$ cat src/rtl/serial_signed_divide_by_power_of_2.sv
// Multi-cycle signed divide by 2^k: one arithmetic shift per clock, valid/ready on both sides.
// Define SERIAL_DIV_ROUND_TO_ZERO_EN for truncating (C-style) division; otherwise floor (a >>> k).
module serial_signed_divide_by_power_of_2 #(
   parameter int N   = 8,
   parameter int SHW = 4
) (
   input  logic           clk,
   input  logic           rst_n,
   input  logic           up_valid,
   output logic           up_ready,
   input  logic [N-1:0]   up_a,
   input  logic [SHW-1:0] up_k,
   output logic           down_valid,
   input  logic           down_ready,
   output logic [N-1:0]   down_q
);

   localparam int CW = $clog2(N + 1);
   localparam int KW = (SHW > CW) ? SHW : CW;

   localparam logic [1:0] IDLE  = 2'd0;
   localparam logic [1:0] SHIFT = 2'd1;
   localparam logic [1:0] DONE  = 2'd2;

   logic [1:0]    state_q, state_d;
   logic [N-1:0]  work_q, work_d;
   logic [N-1:0]  q_q, q_d;
   logic [CW-1:0] cnt_q, cnt_d;
   logic [N-1:0]  shifted;
   logic [N-1:0]  q_final;
   logic [KW-1:0] k_ext;

`ifdef SERIAL_DIV_ROUND_TO_ZERO_EN
   logic sticky_q, sticky_d;
   logic sign_q, sign_d;
`endif

   assign shifted = {work_q[N-1], work_q[N-1:1]};
   assign k_ext   = KW'(up_k);

`ifdef SERIAL_DIV_ROUND_TO_ZERO_EN
   // A negative dividend that lost any 1 bits is bumped toward zero; cannot overflow.
   assign q_final = shifted + {{(N-1){1'b0}}, sign_q & (sticky_q | work_q[0])};
`else
   assign q_final = shifted;
`endif

   always_comb begin
      state_d = state_q;
      work_d  = work_q;
      q_d     = q_q;
      cnt_d   = cnt_q;
`ifdef SERIAL_DIV_ROUND_TO_ZERO_EN
      sticky_d = sticky_q;
      sign_d   = sign_q;
`endif
      case (state_q)
         IDLE: begin
            if (up_valid) begin
               work_d = up_a;
`ifdef SERIAL_DIV_ROUND_TO_ZERO_EN
               sticky_d = 1'b0;
               sign_d   = up_a[N-1];
`endif
               if (up_k == '0) begin
                  q_d     = up_a;
                  cnt_d   = '0;
                  state_d = DONE;
               end else begin
                  cnt_d   = (k_ext >= KW'(N)) ? CW'(N) : CW'(up_k);
                  state_d = SHIFT;
               end
            end
         end
         SHIFT: begin
            work_d = shifted;
`ifdef SERIAL_DIV_ROUND_TO_ZERO_EN
            sticky_d = sticky_q | work_q[0];
`endif
            cnt_d = cnt_q - CW'(1);
            if (cnt_q == CW'(1)) begin
               q_d     = q_final;
               state_d = DONE;
            end
         end
         DONE: begin
            if (down_ready) state_d = IDLE;
         end
         default: state_d = IDLE;
      endcase
   end

   always_ff @(posedge clk or negedge rst_n) begin
      if (!rst_n) begin
         state_q <= IDLE;
         work_q  <= '0;
         q_q     <= '0;
         cnt_q   <= '0;
`ifdef SERIAL_DIV_ROUND_TO_ZERO_EN
         sticky_q <= 1'b0;
         sign_q   <= 1'b0;
`endif
      end else begin
         state_q <= state_d;
         work_q  <= work_d;
         q_q     <= q_d;
         cnt_q   <= cnt_d;
`ifdef SERIAL_DIV_ROUND_TO_ZERO_EN
         sticky_q <= sticky_d;
         sign_q   <= sign_d;
`endif
      end
   end

   assign up_ready   = (state_q == IDLE);
   assign down_valid = (state_q == DONE);
   assign down_q     = q_q;

endmodule

$ cat config.mk
export PLATFORM = sky130hd
export DESIGN_NAME = serial_signed_divide_by_power_of_2
export DESIGN_NICKNAME = d
export VERILOG_FILES = /design/src/rtl/serial_signed_divide_by_power_of_2.sv
export SDC_FILE = /design/constraint.sdc
export NUM_CORES = 1
export LEC_CHECK = 0
export BUFFER_PORTS_ARGS = -buffer_cell sky130_fd_sc_hd__buf_2
export CAP_MARGIN = 10
export CORE_ASPECT_RATIO = 1.2
export CORE_MARGIN = 2
export CORE_UTILIZATION = 47
export DETAILED_ROUTE_END_ITERATION = 7
export PLACE_DENSITY_LB_ADDON = 0.2
export SYNTH_ARGS = -nofsm -noshare
export SYNTH_HDL_FRONTEND = slang
export SYNTH_SLANG_ARGS = --single-unit
$ cat constraint.sdc
create_clock -name clk -period 1.9 [get_ports clk]
set_input_delay 0.38 -clock clk [delete_from_list [all_inputs] [get_ports clk]]
set_output_delay 0.38 -clock clk [all_outputs]
set_load 0.1 [all_outputs]
==> results of run 1 <==
cell usage after synthesis (all sizes together):
| library cell | instances |
|---|---|
| or4 | 1 |
| o22ai | 2 |
| nand3 | 1 |
| inv | 4 |
| and3b | 1 |
| o211ai | 2 |
| mux2i | 1 |
| a2bb2oi | 1 |
| o32ai | 1 |
| nor3b | 1 |
| nand2 | 4 |
| a21oi | 3 |
| o21ai | 2 |
| nor2 | 5 |
| nor3 | 1 |
| nand2b | 2 |
| clkbuf | 4 |
| or3b | 1 |
| o221ai | 1 |
| mux2 | 23 |
| o21bai | 1 |
| nor2b | 7 |
| a31oi | 2 |
| dfrtp | 21 |
| ha | 2 |
area by class of cell:
type	instances	area [um2]
inverters	4	15.01
multi-input cells	65	555.5
repair buffers	34	205.2
clock buffers	4	26.28
well taps	31	38.79
flip-flops and latches	21	526.8
fillers	208	890.9
cell usage in the layout, fill, tap and decap left out, types with 2 or more instances in the layout:
master     n
nand2b_1   2
o211ai_1   2
buf_4      8
dfrtp_1   20
nor2b_1    6
o21ai_0    2
clkbuf_4   4
o22ai_1    2
inv_1      4
a21oi_1    3
mux2_2    23
buf_6      2
nand2_1    4
ha_1       2
buf_2     23
nor2_1     4
a31oi_1    2
worst max-delay path, cell delays in order, from the launching register on:
cell and delay, ns:
dfrtp_1 0.39, inv_1 0.08, ha_1 0.13, or3b_4 0.41, o32ai_4 0.19, buf_6 0.17, mux2_2 0.33
timing repair:
| action | in CTS | in global routing |
|---|---|---|
| endpoints found under the setup margin | 9 | 4 |
| pin swaps | 0 | 0 |
| setup buffers | 0 | 0 |
| gates resized for setup | 3 | 3 |
| hold buffers | 0 | 0 |
| endpoints found under the hold margin | 0 | 0 |
cells by family (layout without fill, tap and decap cells):
family,Yosys count,count (layout),synth area share [%]
compound gates,15,15,10.66
simple gates,24,24,12.36
mux,24,24,24.38
buf+inv,8,42,2.720
fa+ha+maj,2,2,2.267
flops,21,21,47.62
routing by layer:
metal	global-route usage (%)	up-vias	share of wire, %
met5	0	-	0
met4	8.108	0	2.4
met3	1.899	5	4.1
met2	27.63	21	50
met1	21.62	393	44
li1	-	403	-
state kept, by name (all words and copies together) (netlist names):
name     flops
down_q       8
work_q       7
cnt_q        4
state_q      2
worst max-delay path by stage:
stage	start	endpoint	slack (ns)	cells after the start
after floorplan	state_q[1]	down_valid	-0.04	2
after detailed placement	up_k[0]	down_q[1]	-0.04	5
after CTS	state_q[1]	up_ready	0.02	3
final	cnt_q[1]	down_q[2]	0.1	6
after global placement	up_k[0]	down_q[0]	0.008	5
after global routing	cnt_q[1]	down_q[7]	0.007	6
per-stage QoR:
step                instance area (um2)  std cells  hold slack, ns  utilization (%)
detailed placement                 1325        155          0.3651            58.67
global route                       1368        159         0.03984            60.55
finish                             1368        159      -0.0003023            60.55
floorplan                          1109         94         0.08441                -
global placement                   1325        155          0.3552            58.67
CTS                                1360        159         0.01296            60.22
==> metrics.txt, run 1 <==
Clock Skew 0.003065 ns; starting density of the core between 40% and 50%; Placer Congestion 0.8359; CP Class flip-flop to flip-flop; vias per cell 5.170; reg-to-reg critical path startpoint cnt_q[1]; std cell rows 19; Yosys reg bits 21; Tcrit/Tclk final 94.96%; die height 57.08 um; First-pass DRT Iterations 4; TritonCTS clock tree yes; drt drc 0; Synth Area per Inst 11.74 um2; core footprint 2258 um2; critical path fanouts, max 4; die area 2753 um2; slew margin rel. about 68%; fin nets 147; min Tclk post-route around 1.8 ns; DRT antenna net count 0; required time of the critical path approximately 2.1 ns; Placement Setup Slack -0.03612 ns; Num Clock Sinks 21; CTS Buf Count 3; Syn Nets 112; synth top area cells dfrtp_1 48%, mux2_2 23%, nor2b_1 4.0%, o32ai_4 2.5%, ha_1 2.3%; worst reg2reg setup slack 0.1 ns; startpoint types flip-flop; Unique masters post-synth 25; worst min-delay path class input port to asynchronous set/reset pin; Hold Vio Cnt, Final 1; Via Count roughly 820; Hold WS -0.0003023 ns; grt total ovfl 0; post-synthesis cell count 94; RSZ-0062 raised after global routing no; Layout area overhead 23.92%; DRT iter0 DRCs 15; post-synthesis sequential area ratio 47.62%; first-pass GRT wire length 3298 um; final worst slack 0.09580 ns; cell type with the largest total area after synthesis dfrtp_1; DP HPWL 1588 um; post-route setup TNS 0 ns; vias in the first global route 781; ratio of cells with drive above 1 in the final layout between 50% and 60%; initial antenna violation count 0; mapped cell area around 1100 um2; antenna fix cells 0; total global-route track usage 17.02%; final slew viol count 0; Clock H-tree levels 1; worst skew pair latency 0.30 ns; die width a little under 50 um; max-cap viol count 0; DR WL/cell 13.28 um; Worst Max-Slew Pin Slew 0.4835 ns; Bufs on Longest Clock Path 2; Worst-path clk slew between 0.1 and 0.15 ns; io pins 26; largest net degree at the start of global routing 22; R2R depth 6; Root Buffer clkbuf_4; Synth top area share between 40% and 50%; yosys warns 0; crit end category flip-flop; Final Setup Violations 0; outcome complete, but fails checks; maximum achievable frequency 0.5543 GHz; failing checks hold timing; drt total wl approximately 2100 um; R2R Path End down_q[2]; Critical Path AT approximately 2 ns; Buffers on Ports 25
Power of run 1 is not shown: default switching activity piles up to over one toggle a cycle in this logic, so the estimate is an artifact.
==> inputs of run 2 (changes only) <==
Settings changed: CELL_PAD_IN_SITES_DETAIL_PLACEMENT set to 0, CELL_PAD_IN_SITES_GLOBAL_PLACEMENT set to 2, CORE_UTILIZATION 47 to 30.
==> metrics.txt, run 2 (synthesis gave the netlist of run 1 again) <==
Final Instance Count excl. Fillers 169; maximum achievable frequency between 0.5 and 0.6 GHz; drt total wl 2359 um; DR WL/cell 13.96 um; worst min-delay path class input port to asynchronous set/reset pin; TritonCTS clock tree yes; std cell rows 24; Tcrit/Tclk final 92.59%; core footprint 3573 um2; io pins 26; first-pass GRT wire length around 4100 um; Placer Congestion 0.7459; Root Buffer clkbuf_8; ratio of cells with drive above 1 in the final layout 52.31%; worst skew pair latency 0.25 ns; Final Setup Violations 0; critical path fanouts, max 12; Clock Skew around 0.001 ns; most common cell after layout, fill and taps aside buf_2; max reg flops 8; GRT met3 Usage 3.519%; final slew viol count 0; cts hold-fix bufs 0; DRT antenna net count 0; total global-route track usage between 10 and 15%; Worst-path clk slew 0.08 ns; Core Util, Final roughly two fifths; antenna fix cells 0; max-cap viol count 0; crit end category output pin; outcome complete, no violations; grt total ovfl 0; Slowest-stage cell, CP dfrtp_1; CTS Buf Count 3; Bufs on Longest Clock Path 2; final worst slack 0.1407 ns; busiest grt layer met2; die width 59.37 um; Num Clock Sinks 21; CP max stage delay 0.43 ns; commonest cells after routing, fill and taps aside 24 x buf_2, 23 x mux2_2, 21 x dfrtp_1; min Tclk post-route 1.759 ns; Placement Setup Slack -0.02731 ns; vias in the first global route between 900 and 1000; Buffers on Ports 25; Clock H-tree levels 1; drt drc 0; initial antenna violation count 0; slew margin rel. 67.25%; CP Class flip-flop to output pin; die height 70.44 um; met2 GRT Util 22.95%; Via Count 848; RSZ-0062 raised after global routing no; post-route setup TNS 0 ns; required time of the critical path 1.52 ns; vias per cell 5.018; Layout area overhead 29.48%; DP HPWL between 1500 and 2000 um; largest net degree at the start of global routing 22; dpl cells around 170; met1 usage 14.67%; Worst Max-Slew Pin Slew 0.4912 ns; Crit path max-delay family buffers and inverters; die area 4182 um2; DRT iter0 DRCs 29; First-pass DRT Iterations 4; startpoint types flip-flop; Worst Path Buf+Inv 2; Critical Path AT 1.38 ns; starting density of the core 30.88%; worst path cell trace buf_4 > nor2_2 > buf_2; Hold Vio Cnt, Final 0; fin nets 149
==> run 2: worst reg2reg max path, delay by kind of cell (launching register included) <==
family	cells	cell delay [ns]
AOI/OAI and AO/OA	1	0.16
adders and majority gates	1	0.13
buffers and inverters	2	0.23
DFF	1	0.38
muxes	1	0.33
and+or+nand+nor	1	0.41
==> run 2: final timing paths <==
path | end | cells past startpoint | slack (ns) | startpoint
max reg2reg | down_q[6] | 6 | 0.15 | cnt_q[1]
max | up_ready | 3 | 0.14 | state_q[1]
min | cnt_q[3] | 1 | 0.08 | rst_n
min reg2reg | work_q[6] | 1 | 0.51 | work_q[6]
min in group clk | work_q[7] | 2 | 0.37 | up_a[7]
max in group asynchronous | down_q[7] | 1 | 1.49 | rst_n
==> run 2: layer usage <==
| layer | share of wire, % | vias to the layer above | wire length [um] |
|---|---|---|---|
| met2 | 53 | 21 | 1244 |
| met3 | 5.9 | 2 | 140 |
| met4 | 0.72 | 0 | 17 |
| met5 | 0 | - | 0 |
| li1 | - | 409 | - |
| met1 | 41 | 416 | 957 |
==> run 2: stage by stage <==
stage	hold slack, ns	cell area, um2
2_1_floorplan	0.08441	1109
3_3_place_gp	0.3720	1378
3_5_place_dp	0.3725	1378
4_1_cts	0.08584	1426
5_1_grt	0.08920	1429
6_report	0.07935	1429
==> run 2: timing repair <==
action	CTS	global route
setup buffers	0	0
setup endpoints to repair	0	8
resized for setup	0	1
==> run 2: layout make-up <==
| type | count | area [um2] |
|---|---|---|
| tap | 39 | 48.80 |
| timing repair buffer | 36 | 235.2 |
| multi-input combinational | 65 | 555.5 |
| sequential | 21 | 525.5 |
| inverter | 4 | 15.01 |
| fill | 375 | 2145 |
| clock buffer | 3 | 41.29 |
| clock inverter | 1 | 7.507 |
Power of run 2 is left out for the same reason.
